<file path="config.mk">
export PLATFORM = sky130hd
export DESIGN_NAME = sfm_acc_ctrl_mc
export DESIGN_NICKNAME = d
export VERILOG_FILES = /design/src/rtl/sfm_pkg.sv /design/src/rtl/sfm_acc_ctrl_mc_ch_iter_cnt.sv /design/src/rtl/sfm_acc_ctrl_mc.sv
export SDC_FILE = /design/constraint.sdc
export NUM_CORES = 1
export LEC_CHECK = 0
export ABC_AREA = 1
export BUFFER_PORTS_ARGS = -buffer_cell sky130_fd_sc_hd__buf_2
export CORE_MARGIN = 2
export CORE_UTILIZATION = 25
export CTS_BUF_LIST = sky130_fd_sc_hd__clkbuf_16
export DETAILED_ROUTE_END_ITERATION = 12
export SETUP_SLACK_MARGIN = 0.2
export SLEW_MARGIN = 20
export SYNTH_ARGS = -nofsm -noshare
export SYNTH_HDL_FRONTEND = slang
export SYNTH_HIERARCHICAL = 1
export SYNTH_SLANG_ARGS = --single-unit
</file>
<file path="constraint.sdc">
create_clock -name clk_i -period 1.5 [get_ports clk_i]
set_clock_uncertainty 0.15 [all_clocks]
set_input_delay 0.225 -clock clk_i [delete_from_list [all_inputs] [get_ports clk_i]]
set_output_delay 0.225 -clock clk_i [all_outputs]
set_load 0.03 [all_outputs]
</file>
<file path="src/rtl/sfm_pkg.sv">
// sfm_pkg: shared defaults, strobe bundles and helpers for the softmax accumulator controller
package sfm_pkg;
  localparam int SFM_N_CH = 4;
  localparam int SFM_MAX_INV_ITERS = 2;

  typedef struct packed {
    logic reducing;
    logic inverting;
    logic inv_fma;
    logic fma_inv_valid;
    logic first_inv_iter;
    logic push_fma_res;
    logic disable_ready;
    logic den_enable;
    logic inv_enable;
    logic new_inv_iter;
    logic acc_done;
    logic inv_done;
    logic res_valid;
  } acc_mc_ctrl_t;

  typedef struct packed {
    logic clear;
    logic acc_finished;
    logic acc_only;
    logic load_reciprocal;
    logic addend_valid;
    logic pipe_empty;
    logic fma_o_valid;
    logic last_op_in_flight;
    logic inv_appr_valid;
  } acc_mc_flags_t;

  function automatic int sat_iters(input int n, input int max_n);
    return (n > max_n) ? max_n : n;
  endfunction
endpackage

</file>
<file path="src/rtl/sfm_acc_ctrl_mc_ch_iter_cnt.sv">
// sfm_acc_ch_iter_cnt: saturating channel and Newton-Raphson iteration counters
module sfm_acc_ch_iter_cnt #(
  parameter int N_CH = 4,
  parameter int MAX_INV_ITERS = 2,
  parameter int CHW = 2,
  parameter int ITW = 2
) (
  input  logic           clk_i,
  input  logic           rst_ni,
  input  logic           clear_i,
  input  logic           ch_inc_i,
  input  logic           ch_clr_i,
  input  logic           it_inc_i,
  input  logic           it_clr_i,
  output logic [CHW-1:0] ch_o,
  output logic [ITW-1:0] it_o
);
  localparam logic [CHW-1:0] CH_MAX = CHW'(N_CH - 1);
  localparam logic [ITW-1:0] IT_MAX = ITW'(MAX_INV_ITERS - 1);

  // channel select, holds at the last channel instead of wrapping
  always_ff @(posedge clk_i or negedge rst_ni)
    if (!rst_ni) ch_o <= '0;
    else if (clear_i || ch_clr_i) ch_o <= '0;
    else if (ch_inc_i && ch_o != CH_MAX) ch_o <= ch_o + CHW'(1);

  // iteration index, holds at the largest supported iteration
  always_ff @(posedge clk_i or negedge rst_ni)
    if (!rst_ni) it_o <= '0;
    else if (clear_i || it_clr_i) it_o <= '0;
    else if (it_inc_i && it_o != IT_MAX) it_o <= it_o + ITW'(1);
endmodule

</file>
<file path="src/rtl/sfm_acc_ctrl_mc.sv">
// sfm_acc_ctrl_mc: per-channel accumulate, reduce and reciprocal sequencer over a shared FMA
module sfm_acc_ctrl_mc
  import sfm_pkg::*;
#(
  parameter int N_CH = SFM_N_CH,
  parameter int MAX_INV_ITERS = SFM_MAX_INV_ITERS,
  parameter bit COMB_INV = 1'b0,
  localparam int CHW = (N_CH > 1) ? $clog2(N_CH) : 1,
  localparam int ITW = $clog2(MAX_INV_ITERS + 1)
) (
  input  logic           clk_i,
  input  logic           rst_ni,
  input  logic           clear_i,
  input  logic           acc_finished_i,
  input  logic           acc_only_i,
  input  logic [ITW-1:0] n_iters_i,
  input  logic           load_reciprocal_i,
  input  logic           addend_valid_i,
  input  logic           pipe_empty_i,
  input  logic           fma_o_valid_i,
  input  logic           last_op_in_flight_i,
  input  logic           inv_appr_valid_i,
  output logic [CHW-1:0] ch_sel_o,
  output logic           reducing_o,
  output logic           inverting_o,
  output logic           inv_fma_o,
  output logic           fma_inv_valid_o,
  output logic           first_inv_iter_o,
  output logic           push_fma_res_o,
  output logic           disable_ready_o,
  output logic           den_enable_o,
  output logic           inv_enable_o,
  output logic           new_inv_iter_o,
  output logic           acc_done_o,
  output logic           inv_done_o,
  output logic           res_valid_o
);
  typedef enum logic [3:0] {
    IDLE, COMPUTING, FINISHING, REDUCTION, INVERSION, INV_FMA, INV_MUL, NEXT_CH, FINISHED
  } state_e;

  localparam logic [CHW-1:0] CH_LAST = CHW'(N_CH - 1);

  state_e state_q, state_d;
  acc_mc_ctrl_t c;
  logic par_q, par_d, acc_only_q;
  logic [ITW-1:0] n_iters_q, it;
  logic ch_inc, ch_clr, it_inc, it_clr;

  sfm_acc_ch_iter_cnt #(
    .N_CH(N_CH), .MAX_INV_ITERS(MAX_INV_ITERS), .CHW(CHW), .ITW(ITW)
  ) u_cnt (
    .clk_i(clk_i), .rst_ni(rst_ni), .clear_i(clear_i),
    .ch_inc_i(ch_inc), .ch_clr_i(ch_clr), .it_inc_i(it_inc), .it_clr_i(it_clr),
    .ch_o(ch_sel_o), .it_o(it)
  );

  // state, reduction parity and the fields captured when accumulation ends
  always_ff @(posedge clk_i or negedge rst_ni)
    if (!rst_ni) begin
      state_q <= IDLE;
      par_q <= 1'b0;
      acc_only_q <= 1'b0;
      n_iters_q <= '0;
    end else if (clear_i) begin
      state_q <= IDLE;
      par_q <= 1'b0;
      acc_only_q <= 1'b0;
      n_iters_q <= '0;
    end else begin
      state_q <= state_d;
      par_q <= par_d;
      if (state_q == COMPUTING && acc_finished_i) begin
        acc_only_q <= acc_only_i;
        n_iters_q <= ITW'(sat_iters(int'(n_iters_i), MAX_INV_ITERS));
      end
    end

  // next state, datapath strobes and counter controls
  always_comb begin
    state_d = state_q;
    par_d = par_q;
    c = '0;
    ch_inc = 1'b0;
    ch_clr = 1'b0;
    it_inc = 1'b0;
    it_clr = 1'b0;
    if (clear_i) state_d = IDLE;
    else case (state_q)
      IDLE: state_d = addend_valid_i ? COMPUTING : load_reciprocal_i ? FINISHED : IDLE;
      COMPUTING: if (acc_finished_i) state_d = FINISHING;
      FINISHING: if (pipe_empty_i && !addend_valid_i) begin
        c.push_fma_res = 1'b1;
        c.reducing = 1'b1;
        par_d = 1'b1;
        state_d = REDUCTION;
      end
      REDUCTION: begin
        c.reducing = 1'b1;
        c.disable_ready = 1'b1;
        if (fma_o_valid_i) par_d = ~par_q;
        if (fma_o_valid_i && last_op_in_flight_i) begin
          c.den_enable = 1'b1;
          if (acc_only_q) state_d = NEXT_CH;
          else begin
            c.inverting = 1'b1;
            c.inv_enable = 1'b1;
            if (!COMB_INV) state_d = INVERSION;
            else if (n_iters_q == '0) state_d = NEXT_CH;
            else begin
              c.inv_fma = 1'b1;
              c.fma_inv_valid = 1'b1;
              c.first_inv_iter = 1'b1;
              state_d = INV_FMA;
            end
          end
        end else if (fma_o_valid_i) c.push_fma_res = ~par_q;
      end
      INVERSION: begin
        c.inverting = 1'b1;
        if (inv_appr_valid_i && n_iters_q == '0) state_d = NEXT_CH;
        else if (inv_appr_valid_i) begin
          c.inv_fma = 1'b1;
          c.fma_inv_valid = 1'b1;
          c.first_inv_iter = 1'b1;
          state_d = INV_FMA;
        end
      end
      INV_FMA: begin
        c.inverting = 1'b1;
        if (fma_o_valid_i) begin
          c.fma_inv_valid = 1'b1;
          state_d = INV_MUL;
        end
      end
      INV_MUL: begin
        c.inverting = 1'b1;
        if (fma_o_valid_i) begin
          c.new_inv_iter = 1'b1;
          it_inc = 1'b1;
          if (it == n_iters_q - ITW'(1)) state_d = NEXT_CH;
          else begin
            c.inv_fma = 1'b1;
            c.fma_inv_valid = 1'b1;
            state_d = INV_FMA;
          end
        end
      end
      NEXT_CH: begin
        it_clr = 1'b1;
        par_d = 1'b0;
        if (ch_sel_o == CH_LAST) begin
          ch_clr = 1'b1;
          c.acc_done = 1'b1;
          state_d = acc_only_q ? IDLE : FINISHED;
        end else begin
          ch_inc = 1'b1;
          state_d = FINISHING;
        end
      end
      FINISHED: begin
        c.inv_done = 1'b1;
        c.res_valid = 1'b1;
        if (addend_valid_i) begin
          ch_clr = 1'b1;
          it_clr = 1'b1;
          state_d = COMPUTING;
        end
      end
      default: state_d = IDLE;
    endcase
  end

  assign reducing_o = c.reducing;
  assign inverting_o = c.inverting;
  assign inv_fma_o = c.inv_fma;
  assign fma_inv_valid_o = c.fma_inv_valid;
  assign first_inv_iter_o = c.first_inv_iter;
  assign push_fma_res_o = c.push_fma_res;
  assign disable_ready_o = c.disable_ready;
  assign den_enable_o = c.den_enable;
  assign inv_enable_o = c.inv_enable;
  assign new_inv_iter_o = c.new_inv_iter;
  assign acc_done_o = c.acc_done;
  assign inv_done_o = c.inv_done;
  assign res_valid_o = c.res_valid;
endmodule
</file>
# Yosys cells after proc, flatten, opt, wreduce, memory -nomap -nowiden

Cells that the tools add are included.

Add/subtract/negate cells: 3
Multipliers: 0
Divide/modulo/power cells: 0
Magnitude comparators: 1
Equal/unequal tests: 20
Shifts and indexed selects: 0
Muxes and demuxes: 61
Bitwise operators: 1
Reduce and logical (&&, ||, !) cells: 18

Operator list:

| kind                | number |
|---|---|
| $mux 4              | 14 |
| $pmux 4 s9          | 1 |
| $mux 2              | 13 |
| $ne 3x3->1 const B  | 7 |
| $mux 1              | 20 |
| $eq 4x3->1 const B  | 4 |
| $mux 13             | 1 |
| $pmux 1 s2          | 6 |
| $mux 3              | 3 |
| $eq 4x2->1 const B  | 2 |
| $reduce_and 7->1    | 1 |
| $logic_and 1x1->1   | 6 |
| $pmux 1 s3          | 2 |
| $reduce_bool 2->1   | 3 |
| $add 2x1->2 const B | 2 |
| $eq 4x1->1 const B  | 1 |
| $eq 4x4->1 const B  | 1 |
| $logic_not 4->1     | 1 |
| $ne 4x4->1 const B  | 1 |
| $pmux 1 s4          | 1 |
| $reduce_bool 4->1   | 1 |
| $reduce_and 3->1    | 1 |
| $reduce_or 3->1     | 1 |
| $eq 2x2->1          | 1 |
| other kinds (9)     | 10 |

Flip-flop bits (word level): 12
Bits in latches: 0
Bits in writable memories: 0
Memory bits (read-only): 0
Input port bits: 13
Output and inout bits: 15
Logic and storage cells: 110
Memories: 0

# Logic depth before layout (Yosys ltp)

Word-level depth: 7
Gate-level depth with buffers: 11
Depth with buffers taken out: 11

# Modules after synthesis

Netlist, hierarchy kept.

Modules (own cells, without submodules):

| module              | instances | cells each | area an instance (µm²) | seq. area each (µm²) |
|---|---|---|---|---|
| sfm_acc_ctrl_mc     | 1         | 157        | 852.1                  | 200.2 |
| sfm_acc_ch_iter_cnt | 1         | 32         | 242.7                  | 100.1 |

# Worst setup path before layout

No wires, ideal clock.

Kind: flip-flop to flip-flop
Start: reg state_q[3]
End: reg u_cnt.it_o[0]
Library setup time: 0.120 ns
Arrival time: 2.162 ns
Setup slack: -0.931 ns
Stages on the path, launching flop included: 7
Path through: dfrtp_1 -> inv_2 -> nand2_2 -> nor4_1 -> nand3_1 -> nand2_1 -> nor2_1

Longest elaborated chain between the ends: 5
Elaborated cells on any way between the ends: 11
Those cells by class: 3 x eq/ne; 5 x mux; 3 x reduce/logical

Ends and longest elaborated chain:

| what                                                  | RTL line                                                             | source |
|---|---|---|
| from (decl)                                           | sfm_acc_ctrl_mc.sv:44                                                | `state_e state_q, state_d;` |
| from (signal assigned)                                | sfm_acc_ctrl_mc.sv:71                                                | `state_q <= state_d;` |
| $eq 4x4->1 or $eq 4x3->1 (tied branches)              | sfm_acc_ctrl_mc.sv:89                                                | `else case (state_q)` |
| $pmux 1 s2 or $mux 1 (tied branches)                  | sfm_acc_ctrl_mc.sv:89                                                |  |
| $mux 1                                                | sfm_acc_ctrl_mc.sv:88                                                | `if (clear_i) state_d = IDLE;` |
| $logic_or 1x1->1 or $logic_and 1x1->1 (tied branches) | sfm_acc_ctrl_mc_ch_iter_cnt.sv:30, sfm_acc_ctrl_mc_ch_iter_cnt.sv:31 |  |
| $mux 2 or $reduce_bool 2->1 (tied branches)           | n/a                                                                  |  |
| to (signal assigned)                                  | sfm_acc_ctrl_mc_ch_iter_cnt.sv:31                                    | `else if (it_inc_i && it_o != IT_MAX) it_o <= it_o + ITW'(1);` |
| to (decl)                                             | sfm_acc_ctrl_mc_ch_iter_cnt.sv:16                                    | `output logic [ITW-1:0] it_o` |

Several ways; a longest one is shown, not always the timed one.
A chain may end at the register's enable or synchronous reset.

# Worst setup path in the final report

Start: reg state_q[2]
End: out inverting_o

Longest elaborated chain between the ends: 4
Elaborated cells on any way between the ends: 7
Those cells by class: 4 x eq/ne; 2 x mux; 1 x reduce/logical

Ends and longest elaborated chain:

| what                             | RTL line              | source |
|---|---|---|
| $eq 4x3->1                       | sfm_acc_ctrl_mc.sv:89 |  |
| $reduce_or 3->1 (no source line) | n/a                   |  |
| $pmux 1 s2 (*)                   | sfm_acc_ctrl_mc.sv:89 |  |
| $mux 13 (*)                      | sfm_acc_ctrl_mc.sv:88 |  |
| to (decl)                        | sfm_acc_ctrl_mc.sv:25 | `output logic inverting_o,` |

Mark *: on every way between the ends. The rest lies on a longest branch, timed or not.

==> impl_summary.log <==
INFO  metric drt_antenna_net_count = 0
INFO  metric die_height = approximately 70 µm
INFO  metric grt.overflow.total = 0
INFO  metric hp-start = acc_only_i
INFO  metric power_per_cell_area = 1119 nW/µm²
INFO  metric static_leakage = slightly above 1 nW
INFO  metric detailed_place_hpwl = roughly 2800 µm
INFO  metric h-tree-depth = 1
INFO  metric grt_first_pass_wirelength = 6306 µm
INFO  metric synth.avg_cell_area = around 5.8 µm²
INFO  metric clk_latency = roughly 0.25 ns
INFO  metric crit_path_launch_type = register
INFO  metric reg2reg_slack = -0.28 ns
INFO  metric worst-setup-path-type = reg2out
INFO  metric route.vias.total = 1473
INFO  metric die_w = roughly 70 µm
INFO  metric grt-busiest-layer = met2
INFO  metric fmax = 519.8 MHz
INFO  metric synth_nets = 205
INFO  metric switchingPower = 0.9726 mW
INFO  metric utilization = about half
INFO  metric hold_path_depth = 3
INFO  metric antenna-diode-count = 0
INFO  metric groute.layer.met1.usage = 18.74%
INFO  metric violations = negative setup slack
INFO  metric period_needed = 1.924 ns
INFO  metric grt_use_met2 = 30.05%
INFO  metric initial_util = 25.50%
INFO  metric slew_headroom = 78.90%
INFO  metric critical_path.cell_chain = inv_2, nand2_2, nor2_4, nand4_1, a21oi_4, buf_6
INFO  metric detailed_route_drc_error_count = 0
INFO  metric postSynthCellCount = 189
INFO  metric setup_viol = 22
INFO  metric wl_per_cell = 12.25 µm
INFO  metric final_cell_mix = nand2_1, buf_4, buf_6
INFO  metric std_cell_rows = 24
INFO  metric timing.final.max_slew_violations = 0
INFO  metric timing_worst_slew_pin_value = 0.3165 ns
INFO  metric postSynthRegisterBits = 12
INFO  metric tritoncts = done
INFO  metric clockPowerShare = 21.6%
INFO  metric cpPeakStageDelay = between 0.4 and 0.5 ns
INFO  metric min_period_over_period = 128.2%
INFO  metric fp.coreArea = 4294 µm²
INFO  metric crit-reg2reg-launch = state_q[1]
INFO  metric vias_per_cell = 4.676
INFO  metric highest_net_fanout_along_the_worst_path = 4
INFO  metric smallest_setup_slack_after_layout = -0.4237 ns
INFO  metric place.port_buffers = 27
INFO  metric worst-endpoint-required = 1.12 ns
INFO  metric drt-pass1-iter-count = 4
INFO  metric routabilityCongestion = about 0.86
INFO  metric worst_hold_path.endpoint = acc_only_q
INFO  metric holdCritPathClass = in2reg
INFO  metric sw_frac_of_total = between 40% and 50%
INFO  metric boundaryPins = 28
INFO  metric p_seq_share = 19.3%
INFO  metric gr-usage-all-layers = 16.10%
INFO  metric hold_viol = 0
INFO  metric run_status = finished, violations left
INFO  metric layout_commonest_cell = nand2_1
INFO  metric cell_area_after_technology_mapping = between 1000 and 1500 µm²
INFO  metric worst_ir_drop_vdd = 0.0004709 V
INFO  metric combPwrFrac = between 50% and 60%
INFO  metric clk_transition_reported_paths = 0.05 ns
INFO  metric first_global_vias = ~1400
INFO  metric drv.max_cap_violation_count = 0
INFO  metric setup_total_negative_slack = -6.234 ns
INFO  metric nets = 280
INFO  metric numCtsBuffers = 3
INFO  metric cts-root-to-sink-buffers = 2
INFO  metric arrival = 1.55 ns
INFO  metric clock_tree.root_cell = clkbuf_16
INFO  metric final_layout_size_suffix_gt1_share = 54.37%
INFO  metric grt_antenna_before_repair = 0
INFO  metric regToRegEndpoint = state_q[1]
INFO  metric cp_endpoint_kind = output pin
INFO  metric synth-seq-area-share = ~27%
INFO  metric numClockSinks = 12
INFO  metric drt_first_iter_violations = 119
INFO  metric post_synth_num_cell_types = 21
INFO  metric synth.yosys.warnings = 6
INFO  metric area_delta_synth_final = 94.17%
INFO  metric reg2reg_depth = 11
INFO  metric fin_worst_hold_slack = slightly below 0.07 ns
INFO  metric power.internal = ~1.4 mW
INFO  metric met3_usage = ~2.3%
INFO  metric worst_path_max_delay_cell = dfrtp_1
INFO  metric design.die.area = approximately 5000 µm²
INFO  metric post-layout-total-power = 2.378 mW
INFO  metric rsz0062_at_grt = true
INFO  metric wl = 3859 µm
INFO  metric grt_max_degree = 13
-- metrics by stage --
stage               setup slack (ns)  std cells  cell area [µm²]
detailed placement           -0.2360        300             1702
floorplan                    -0.1343        189             1254
finish                       -0.4237        315             2126
CTS                          -0.4084        309             2004
global route                 -0.5139        315             2126
global placement             -0.2033        300             1702
-- Yosys cell counts --
master	number	area, µm²
ha_1	3	37.54
nor2_4	1	11.26
buf_4	1	7.510
a31oi_1	1	6.260
nand3b_1	2	15.01
a21oi_1	6	30.03
o21ai_0	8	40.04
nand4_1	4	25.02
buf_2	2	10.01
clkbuf_1	1	3.750
nor3_1	1	5.000
nand2_1	53	198.9
nor2_1	39	146.4
dfrtp_1	12	300.3
inv_1	21	78.83
o21ai_1	1	5.000
nand3_1	20	100.1
nor2_2	6	37.54
inv_2	3	11.26
nor4_1	1	6.260
nand2_2	3	18.77
-- flip-flops by register name, indices dropped and copies added (netlist names) --
register    cells
acc_only_q      1
u_cnt/ch_o      2
u_cnt/it_o      2
state_q         4
par_q           1
n_iters_q       2
-- routing by layer --
metal  wire length (µm)  vias to the layer above
li1                   -                      756
met1               1651                      685
met2               2028                       25
met3                102                        7
met4                 78                        0
met5                  0                        -
-- cell type report --
type / count / area [µm²]
clock buffers: 3 / 75.07
multi-input cells: 149 / 969.7
repair buffers: 74 / 613.1
clock inverters: 1 / 3.754
flip-flops and latches: 12 / 306.5
well taps: 52 / 65.06
inverters: 24 / 92.59
fillers: 434 / 2168
-- cell families (layout without fill, tap and decap cells) --
logic type	Yosys count	after routing	synth area share (%)
flops	12	12	27.43
simple gates	130	130	51.54
compound gates	16	16	7.429
fa+ha+maj	3	3	3.429
buf+inv	28	102	10.17
-- repair_timing --
| item | CTS | global route |
|---|---|---|
| pin swaps | 24 | 26 |
| resized for setup | 55 | 25 |
| hold buffers | 1 | 0 |
| setup endpoints to repair | 25 | 27 |
| endpoints found under the hold margin | 12 | 0 |
| buffers inserted | 4 | 6 |
-- worst max-delay path by stage --
stage | start | end | slack [ns] | depth (start not counted)
floorplan | state_q[0] | u_cnt/it_o[0] | -0.13 | 6
global placement | n_iters_q[0] | fma_inv_valid_o | -0.20 | 11
detailed placement | n_iters_q[1] | fma_inv_valid_o | -0.24 | 10
CTS | n_iters_q[0] | fma_inv_valid_o | -0.41 | 11
global route | n_iters_q[0] | fma_inv_valid_o | -0.51 | 11
finish | state_q[2] | inverting_o | -0.42 | 6
-- critical path, delay by kind of cell, from the launching register on --
family,cells,cell delay (ns)
flops,1,0.43
simple gates,3,0.42
buf+inv,2,0.24
compound gates,1,0.20
-- power by group through the flow --
stage / combinational [mW] / sequential, mW / clock, mW
after floorplan: 0.557 / 0.444 / 0
after global placement: 0.990 / 0.440 / 0
after detailed placement: 0.999 / 0.441 / 0
after CTS: 1.21 / 0.439 / 0.519
after global routing: 1.52 / 0.463 / 0.541
final: 1.40 / 0.459 / 0.514
Power figures use the tool's default switching activity.
